--- src/rtl/muldiv_share_ctrl.sv ---
// muldiv_share_ctrl: round-robin arbiter and sequencer that shares one
// RV32M multiply/divide unit among NCORES cores, one operation at a time.
// Optional feature macro: MULDIV_SHARE_DIV_EN adds the radix-2 restoring
// divider and the DIV state. Without it, divide-class requests are granted
// and answered with a zero result.
module muldiv_share_ctrl #(
    parameter int unsigned WIDTH  = 32,
    parameter int unsigned NCORES = 4
) (
    input  logic                     clk,
    input  logic                     rst,
    input  logic [NCORES-1:0]        req_valid,
    output logic [NCORES-1:0]        req_ready,
    input  logic [NCORES*WIDTH-1:0]  req_op1,
    input  logic [NCORES*WIDTH-1:0]  req_op2,
    input  logic [NCORES*3-1:0]      req_funct3,
    output logic [NCORES-1:0]        resp_valid,
    input  logic [NCORES-1:0]        resp_ready,
    output logic [WIDTH-1:0]         resp_result,
    output logic                     busy
);

    localparam int unsigned IDW  = (NCORES > 1) ? $clog2(NCORES) : 1;
    localparam int unsigned CNTW = $clog2(WIDTH) + 1;

    typedef enum logic [1:0] {
        S_IDLE = 2'd0,
        S_MUL  = 2'd1,
        S_DIV  = 2'd2,
        S_DONE = 2'd3
    } state_t;

    state_t               r_state;
    state_t               w_state_nxt;

    logic [IDW-1:0]       r_rr_ptr;
    logic [IDW-1:0]       r_id;
    logic [WIDTH-1:0]     r_op1;
    logic [WIDTH-1:0]     r_op2;
    logic [2:0]           r_funct3;
    logic [WIDTH-1:0]     r_result;
    logic [NCORES-1:0]    r_resp_valid;

    logic                 w_found;
    logic [IDW-1:0]       w_winner;
    logic [IDW:0]         w_idx;
    logic [IDW-1:0]       w_ptr_nxt;
    logic [NCORES-1:0]    w_grant_oh;
    logic [WIDTH-1:0]     w_sel_op1;
    logic [WIDTH-1:0]     w_sel_op2;
    logic [2:0]           w_sel_f3;

    logic                 w_a_signed;
    logic                 w_b_signed;
    logic [2*WIDTH-1:0]   w_a_ext;
    logic [2*WIDTH-1:0]   w_b_ext;
    logic [2*WIDTH-1:0]   w_prod;
    logic [WIDTH-1:0]     w_mul_res;
    logic [WIDTH-1:0]     w_mul_out;

`ifdef MULDIV_SHARE_DIV_EN
    logic                 r_div_first;
    logic [WIDTH-1:0]     r_quot;
    logic [WIDTH-1:0]     r_rem;
    logic [WIDTH-1:0]     r_dvs;
    logic [CNTW-1:0]      r_cnt;
    logic                 r_neg_q;
    logic                 r_neg_r;

    logic                 w_div_signed;
    logic                 w_div_is_rem;
    logic                 w_op1_neg;
    logic                 w_op2_neg;
    logic [WIDTH-1:0]     w_op1_mag;
    logic [WIDTH-1:0]     w_op2_mag;
    logic                 w_div_zero;
    logic                 w_div_ovf;
    logic                 w_div_special;
    logic [WIDTH-1:0]     w_special_res;
    logic [WIDTH:0]       w_shift;
    logic [WIDTH:0]       w_diff;
    logic [WIDTH-1:0]     w_rem_nxt;
    logic [WIDTH-1:0]     w_quot_nxt;
    logic                 w_div_last;
    logic [WIDTH-1:0]     w_div_res;
`endif

    // Round-robin search: first valid core at or after r_rr_ptr, wrapping.
    always_comb begin
        w_found  = 1'b0;
        w_winner = '0;
        w_idx    = '0;
        for (int k = 0; k < int'(NCORES); k++) begin
            w_idx = {1'b0, r_rr_ptr} + (IDW+1)'(k);
            if (w_idx >= (IDW+1)'(NCORES)) begin
                w_idx = w_idx - (IDW+1)'(NCORES);
            end
            if (!w_found && req_valid[w_idx[IDW-1:0]]) begin
                w_found  = 1'b1;
                w_winner = w_idx[IDW-1:0];
            end
        end
    end

    // Winner's operands and pointer successor.
    always_comb begin
        w_sel_op1 = '0;
        w_sel_op2 = '0;
        w_sel_f3  = '0;
        for (int k = 0; k < int'(NCORES); k++) begin
            if (IDW'(k) == w_winner) begin
                w_sel_op1 = req_op1[k*WIDTH +: WIDTH];
                w_sel_op2 = req_op2[k*WIDTH +: WIDTH];
                w_sel_f3  = req_funct3[k*3 +: 3];
            end
        end
        w_ptr_nxt  = (w_winner == IDW'(NCORES-1)) ? '0 : w_winner + IDW'(1);
        w_grant_oh = NCORES'(1) << w_winner;
    end

    // Grant is combinational and only offered while idle.
    always_comb begin
        req_ready = '0;
        if (r_state == S_IDLE && w_found) begin
            req_ready = w_grant_oh;
        end
    end

    // Multiplier: sign-extend per funct3 and take the low or high half.
    always_comb begin
        w_a_signed = (r_funct3[1:0] == 2'b01) || (r_funct3[1:0] == 2'b10);
        w_b_signed = (r_funct3[1:0] == 2'b01);
        w_a_ext    = {{WIDTH{w_a_signed & r_op1[WIDTH-1]}}, r_op1};
        w_b_ext    = {{WIDTH{w_b_signed & r_op2[WIDTH-1]}}, r_op2};
        w_prod     = w_a_ext * w_b_ext;
        w_mul_res  = (r_funct3[1:0] == 2'b00) ? w_prod[WIDTH-1:0]
                                              : w_prod[2*WIDTH-1:WIDTH];
        // Only reachable with funct3[2]=1 when the divider is absent.
        w_mul_out  = r_funct3[2] ? '0 : w_mul_res;
    end

`ifdef MULDIV_SHARE_DIV_EN
    // Divider: sign handling, special cases and one restoring step.
    always_comb begin
        w_div_signed  = ~r_funct3[0];
        w_div_is_rem  = r_funct3[1];
        w_op1_neg     = w_div_signed & r_op1[WIDTH-1];
        w_op2_neg     = w_div_signed & r_op2[WIDTH-1];
        w_op1_mag     = w_op1_neg ? (WIDTH'(0) - r_op1) : r_op1;
        w_op2_mag     = w_op2_neg ? (WIDTH'(0) - r_op2) : r_op2;
        w_div_zero    = (r_op2 == '0);
        w_div_ovf     = w_div_signed && (r_op1 == {1'b1, {(WIDTH-1){1'b0}}})
                        && (r_op2 == '1);
        w_div_special = w_div_zero | w_div_ovf;
        if (w_div_zero) begin
            w_special_res = w_div_is_rem ? r_op1 : '1;
        end else begin
            w_special_res = w_div_is_rem ? '0 : r_op1;
        end
        w_shift    = {r_rem, r_quot[WIDTH-1]};
        w_diff     = w_shift - {1'b0, r_dvs};
        w_rem_nxt  = w_diff[WIDTH] ? w_shift[WIDTH-1:0] : w_diff[WIDTH-1:0];
        w_quot_nxt = {r_quot[WIDTH-2:0], ~w_diff[WIDTH]};
        w_div_last = (r_cnt == CNTW'(WIDTH-1));
        if (w_div_is_rem) begin
            w_div_res = r_neg_r ? (WIDTH'(0) - w_rem_nxt) : w_rem_nxt;
        end else begin
            w_div_res = r_neg_q ? (WIDTH'(0) - w_quot_nxt) : w_quot_nxt;
        end
    end
`endif

    // Next-state logic.
    always_comb begin
        w_state_nxt = r_state;
        case (r_state)
            S_IDLE: begin
                if (w_found) begin
`ifdef MULDIV_SHARE_DIV_EN
                    w_state_nxt = w_sel_f3[2] ? S_DIV : S_MUL;
`else
                    w_state_nxt = S_MUL;
`endif
                end
            end
            S_MUL: begin
                w_state_nxt = S_DONE;
            end
`ifdef MULDIV_SHARE_DIV_EN
            S_DIV: begin
                if (r_div_first) begin
                    if (w_div_special) begin
                        w_state_nxt = S_DONE;
                    end
                end else if (w_div_last) begin
                    w_state_nxt = S_DONE;
                end
            end
`endif
            S_DONE: begin
                if (resp_ready[r_id]) begin
                    w_state_nxt = S_IDLE;
                end
            end
            default: begin
                w_state_nxt = S_IDLE;
            end
        endcase
    end

    // State register.
    always_ff @(posedge clk) begin
        if (rst) begin
            r_state <= S_IDLE;
        end else begin
            r_state <= w_state_nxt;
        end
    end

    // Request capture, result computation and response valid.
    always_ff @(posedge clk) begin
        if (rst) begin
            r_rr_ptr     <= '0;
            r_id         <= '0;
            r_op1        <= '0;
            r_op2        <= '0;
            r_funct3     <= '0;
            r_result     <= '0;
            r_resp_valid <= '0;
`ifdef MULDIV_SHARE_DIV_EN
            r_div_first  <= 1'b0;
            r_quot       <= '0;
            r_rem        <= '0;
            r_dvs        <= '0;
            r_cnt        <= '0;
            r_neg_q      <= 1'b0;
            r_neg_r      <= 1'b0;
`endif
        end else begin
            r_resp_valid <= (w_state_nxt == S_DONE) ? (NCORES'(1) << r_id) : '0;
            case (r_state)
                S_IDLE: begin
                    if (w_found) begin
                        r_id        <= w_winner;
                        r_op1       <= w_sel_op1;
                        r_op2       <= w_sel_op2;
                        r_funct3    <= w_sel_f3;
                        r_rr_ptr    <= w_ptr_nxt;
`ifdef MULDIV_SHARE_DIV_EN
                        r_div_first <= 1'b1;
`endif
                    end
                end
                S_MUL: begin
                    r_result <= w_mul_out;
                end
`ifdef MULDIV_SHARE_DIV_EN
                S_DIV: begin
                    if (r_div_first) begin
                        r_div_first <= 1'b0;
                        if (w_div_special) begin
                            r_result <= w_special_res;
                        end else begin
                            r_quot  <= w_op1_mag;
                            r_rem   <= '0;
                            r_dvs   <= w_op2_mag;
                            r_cnt   <= '0;
                            r_neg_q <= w_op1_neg ^ w_op2_neg;
                            r_neg_r <= w_op1_neg;
                        end
                    end else begin
                        r_quot <= w_quot_nxt;
                        r_rem  <= w_rem_nxt;
                        r_cnt  <= r_cnt + CNTW'(1);
                        if (w_div_last) begin
                            r_result <= w_div_res;
                        end
                    end
                end
`endif
                default: begin
                end
            endcase
        end
    end

    assign resp_valid  = r_resp_valid;
    assign resp_result = r_result;
    assign busy        = (r_state != S_IDLE);

endmodule

--- config.mk ---
export PLATFORM = sky130hd
export DESIGN_NAME = muldiv_share_ctrl
export DESIGN_NICKNAME = d
export VERILOG_FILES = /design/src/rtl/muldiv_share_ctrl.sv
export SDC_FILE = /design/constraint.sdc
export NUM_CORES = 2
export LEC_CHECK = 0
export BUFFER_PORTS_ARGS = -buffer_cell sky130_fd_sc_hd__buf_2
export CAP_MARGIN = 20
export CORE_ASPECT_RATIO = 1.5
export CORE_UTILIZATION = 45
export CTS_BUF_LIST = sky130_fd_sc_hd__clkbuf_8
export DETAILED_ROUTE_END_ITERATION = 6
export GPL_ROUTABILITY_DRIVEN = 0
export GPL_TIMING_DRIVEN = 0
export PLACE_DENSITY = 0.73
export SLEW_MARGIN = 25
export SYNTH_ARGS = -nofsm -noshare
export SYNTH_HDL_FRONTEND = slang
export SYNTH_SLANG_ARGS = --single-unit
--- constraint.sdc ---
create_clock -name clk -period 8.6 [get_ports clk]
set_clock_uncertainty 0.05 [all_clocks]
set_input_delay 2.15 -clock clk [delete_from_list [all_inputs] [get_ports clk]]
set_output_delay 2.15 -clock clk [all_outputs]
set_load 0.05 [all_outputs]
==> impl_metrics.csv <==
group,metric,value,unit
status,status,"complete, no violations",
floorplan,ioPinCount,319,
timing,finalCritPeriodShare,99.7,%
logic_synthesis,synthTopCellsByCount,"inv_1, fa_1, nand2_1, clkbuf_1, and2_1",
routing,drcViolationCount,0,
clocking,clk_path_buf_depth,2,
clocking,clock_latency,450,ps
final_layout,nets,7151,
logic_synthesis,synth_compound_area_share,7.48,%
logic_synthesis,synth_seq_cells,109,
min_path,holdCritPathClass,"register to register",
final_layout,fillers,9120,
timing,setup_viol,0,
flow_run,cap_violations,0,
setup_path,crit_buf_inv,10,
logic_synthesis,synth_top_area_share,50.9,%
routing,dr_total_vias,40000,
final_layout,final_util,50.0,%
logic_synthesis,synth_nets,6831,
timing,finalHoldViolations,0,
clocking,cts.clk_slew.worst_paths,120,ps
final_layout,syn_to_final_growth,9.93,%
logic_synthesis,yosysSeqAreaShare,4.93,%
logic_synthesis,netlist_top_cells_area,"fa_1, inv_1, nand2_1",
placement,pre_cts_slack,-1940,ps
logic_synthesis,synth_edf_count,0,
placement,portBuffers,318,
setup_path,critPathSlowestCell,"fa_2",
setup_path,required,8870,ps
global_route,track_usage,37.9,%
logic_synthesis,synth_mux_area_share,0.187,%
final_layout,drive_gt1_share,12.7,%
timing,fmax,117,MHz
timing,slew_headroom,24.6,%
global_route,grt_max_degree,23,
logic_synthesis,ys.flop_type,"dfxtp_1",
logic_synthesis,synth_top_family_by_area,"adder cells",
floorplan,initial_core_util,45.5,%
routing,wirelength,184000,um
routing,viasPerCell,5.85,
setup_path,cp_common_cell,"inv_1",
floorplan,die_area,99600,um2
timing,finalCriticalPeriod,8570,ps
logic_synthesis,syn_area,44300,um2
floorplan,die_h,386,um
global_route,grt_pass1_wl,266000,um
logic_synthesis,synth_cell_type_count,70,
clocking,htree_num_levels,3,
routing,drtIter0Drc,4645,
logic_synthesis,async_reset_ff_share,0,%
routing,avgRoutedWirePerCell,26.9,um
logic_synthesis,synth-xor-area-share,1.41,%
clocking,cts_buffers,9,
timing,fin_ws,26.6,ps
routing,final_antenna_net_count,0,
setup_path,critPathLaunchType,"register",
setup_path,critPathTopFamily,"adder cells",
logic_synthesis,syn_avg_cell_area,8.49,um2
logic_synthesis,yosysMostFrequentCell,"inv_1",
floorplan,rows,140,
setup_path,worstSetupEndpointType,"register",
global_route,grt_pass1_vias,41700,
clocking,tritoncts,"built",
global_route,grt_overflow_total,0,
logic_synthesis,ys.warnings.count,0,
logic_synthesis,synth_cells,5210,
timing,drv_slew,0,
logic_synthesis,synthAdderAreaFrac,57.1,%
routing,first_pass_iters,7,
clocking,clkSinkCount,109,
floorplan,chipWidth,258,um
placement,dp_hpwl,147000,um
logic_synthesis,synthSimpleGateAreaFrac,15.9,%
logic_synthesis,synth_top_area_cell,"fa_1",
global_route,antenna_found_initial,32,
setup_path,critical_path_class,"register to register",
floorplan,core,97200,um2
clocking,clock-root-buffer,"clkbuf_8",
timing,tightestPinTransition,1130,ps
setup_path,slowest_delay,790,ps
setup_path,cp_max_fo,10,
timing,rsz0062_at_grt,"true",
setup_path,critical_path_arrival,8840,ps
## logic make-up (layout without fill, tap and decap cells)
family                     after synthesis  in the layout
muxes                                    7              7
adders and majority gates             1343           1343
buffers and inverters                 1536           1861
and+or+nand+nor                       1607           1607
xor gates and xnor gates                71             71
AOI/OAI and AO/OA                      537            537
other                                    0             27
DFF                                    109            109
## sequential cells by signal, summed over array words and instances, names as in the netlist
signal	flops
r_funct3	3
r_id	2
r_op1	32
r_op2	32
r_rr_ptr	2
r_state	2
resp_result	32
resp_valid	4
## cell type report
| cell class | instances | area [um2] | share of cell area (%) |
|---|---|---|---|
| Tap cell | 1278 | 1600 | 3.29 |
| Buffer | 298 | 1460 | 3.00 |
| Clock inverter | 7 | 83.8 | 0.172 |
| Timing Repair Buffer | 344 | 1820 | 3.75 |
| Inverter | 1203 | 4550 | 9.35 |
| Sequential cell | 109 | 2290 | 4.71 |
| Antenna cell | 27 | 67.6 | 0.139 |
| Multi-Input combinational cell | 3565 | 36700 | 75.3 |
| Clock buffer | 9 | 124 | 0.255 |
## what timing repair did
| action | CTS | global route |
|---|---|---|
| gates resized for setup | 135 | 381 |
| pin swaps | 7 | 31 |
| setup buffers | 9 | 16 |
| endpoints found under the setup margin | 30 | 31 |
| hold buffers | 0 | 0 |
## final timing paths
check | slack, ps | endpoint | from | cells after the start
hold / removal | 440 | resp_result[5] | resp_result[5] | 1
setup reg to reg | 30 | resp_result[24] | r_funct3[0] | 28
setup / recovery | 30 | resp_result[24] | r_funct3[0] | 28
hold reg to reg | 440 | resp_result[5] | resp_result[5] | 1
## worst register-to-register path, delay by kind of cell, from the launching register on
family	cells	cell delay [ps]
fa+ha+maj	10	4910
buf+inv	10	1280
compound gates	4	910
simple gates	3	640
flops	1	400
xor+xnor	1	260
## layout by cell type (no fill, tap or decap), drive strengths merged, types with 8 or more instances in the layout
| master | count |
|---|---|
| o211ai | 72 |
| dfxtp | 109 |
| a31oi | 10 |
| a211oi | 12 |
| a21oi | 198 |
| or2 | 13 |
| a22oi | 33 |
| a21o | 23 |
| nand2 | 961 |
| and2 | 283 |
| xor2 | 27 |
| and3 | 21 |
| xnor2 | 44 |
| clkbuf | 272 |
| clkinvlp | 8 |
| nand4 | 14 |
| fa | 1125 |
| ha | 218 |
| o22ai | 17 |
| diode | 27 |
| inv | 1200 |
| nor3 | 8 |
| buf | 379 |
| o21ai | 116 |
| nor2 | 250 |
| nand3 | 22 |
## layer usage
| layer | vias up | global-route usage [%] | share of wire, % |
|---|---|---|---|
| li1 | 15900 | - | - |
| met1 | 19700 | 38.7 | 29 |
| met2 | 3180 | 58.1 | 44 |
| met3 | 1182 | 14.6 | 13 |
| met4 | 23 | 39.0 | 14 |
| met5 | - | 0.0975 | 0.10 |
## metrics by stage
| stage | std cells | area, um2 | setup TNS (ps) | hold slack (ps) |
|---|---|---|---|---|
| finish | 6840 | 48600 | 0 | 445 |
| global route | 6818 | 48600 | -208 | 470 |
| CTS | 6809 | 47900 | 0 | 443 |
| detailed placement | 6807 | 47500 | -27250 | 415 |
| global placement | 6806 | 47400 | -25560 | 414 |
| floorplan | 5210 | 44300 | 0 | 405 |
Power is not shown: default switching activity piles up to over one toggle a cycle in this logic, so the estimate is an artifact.
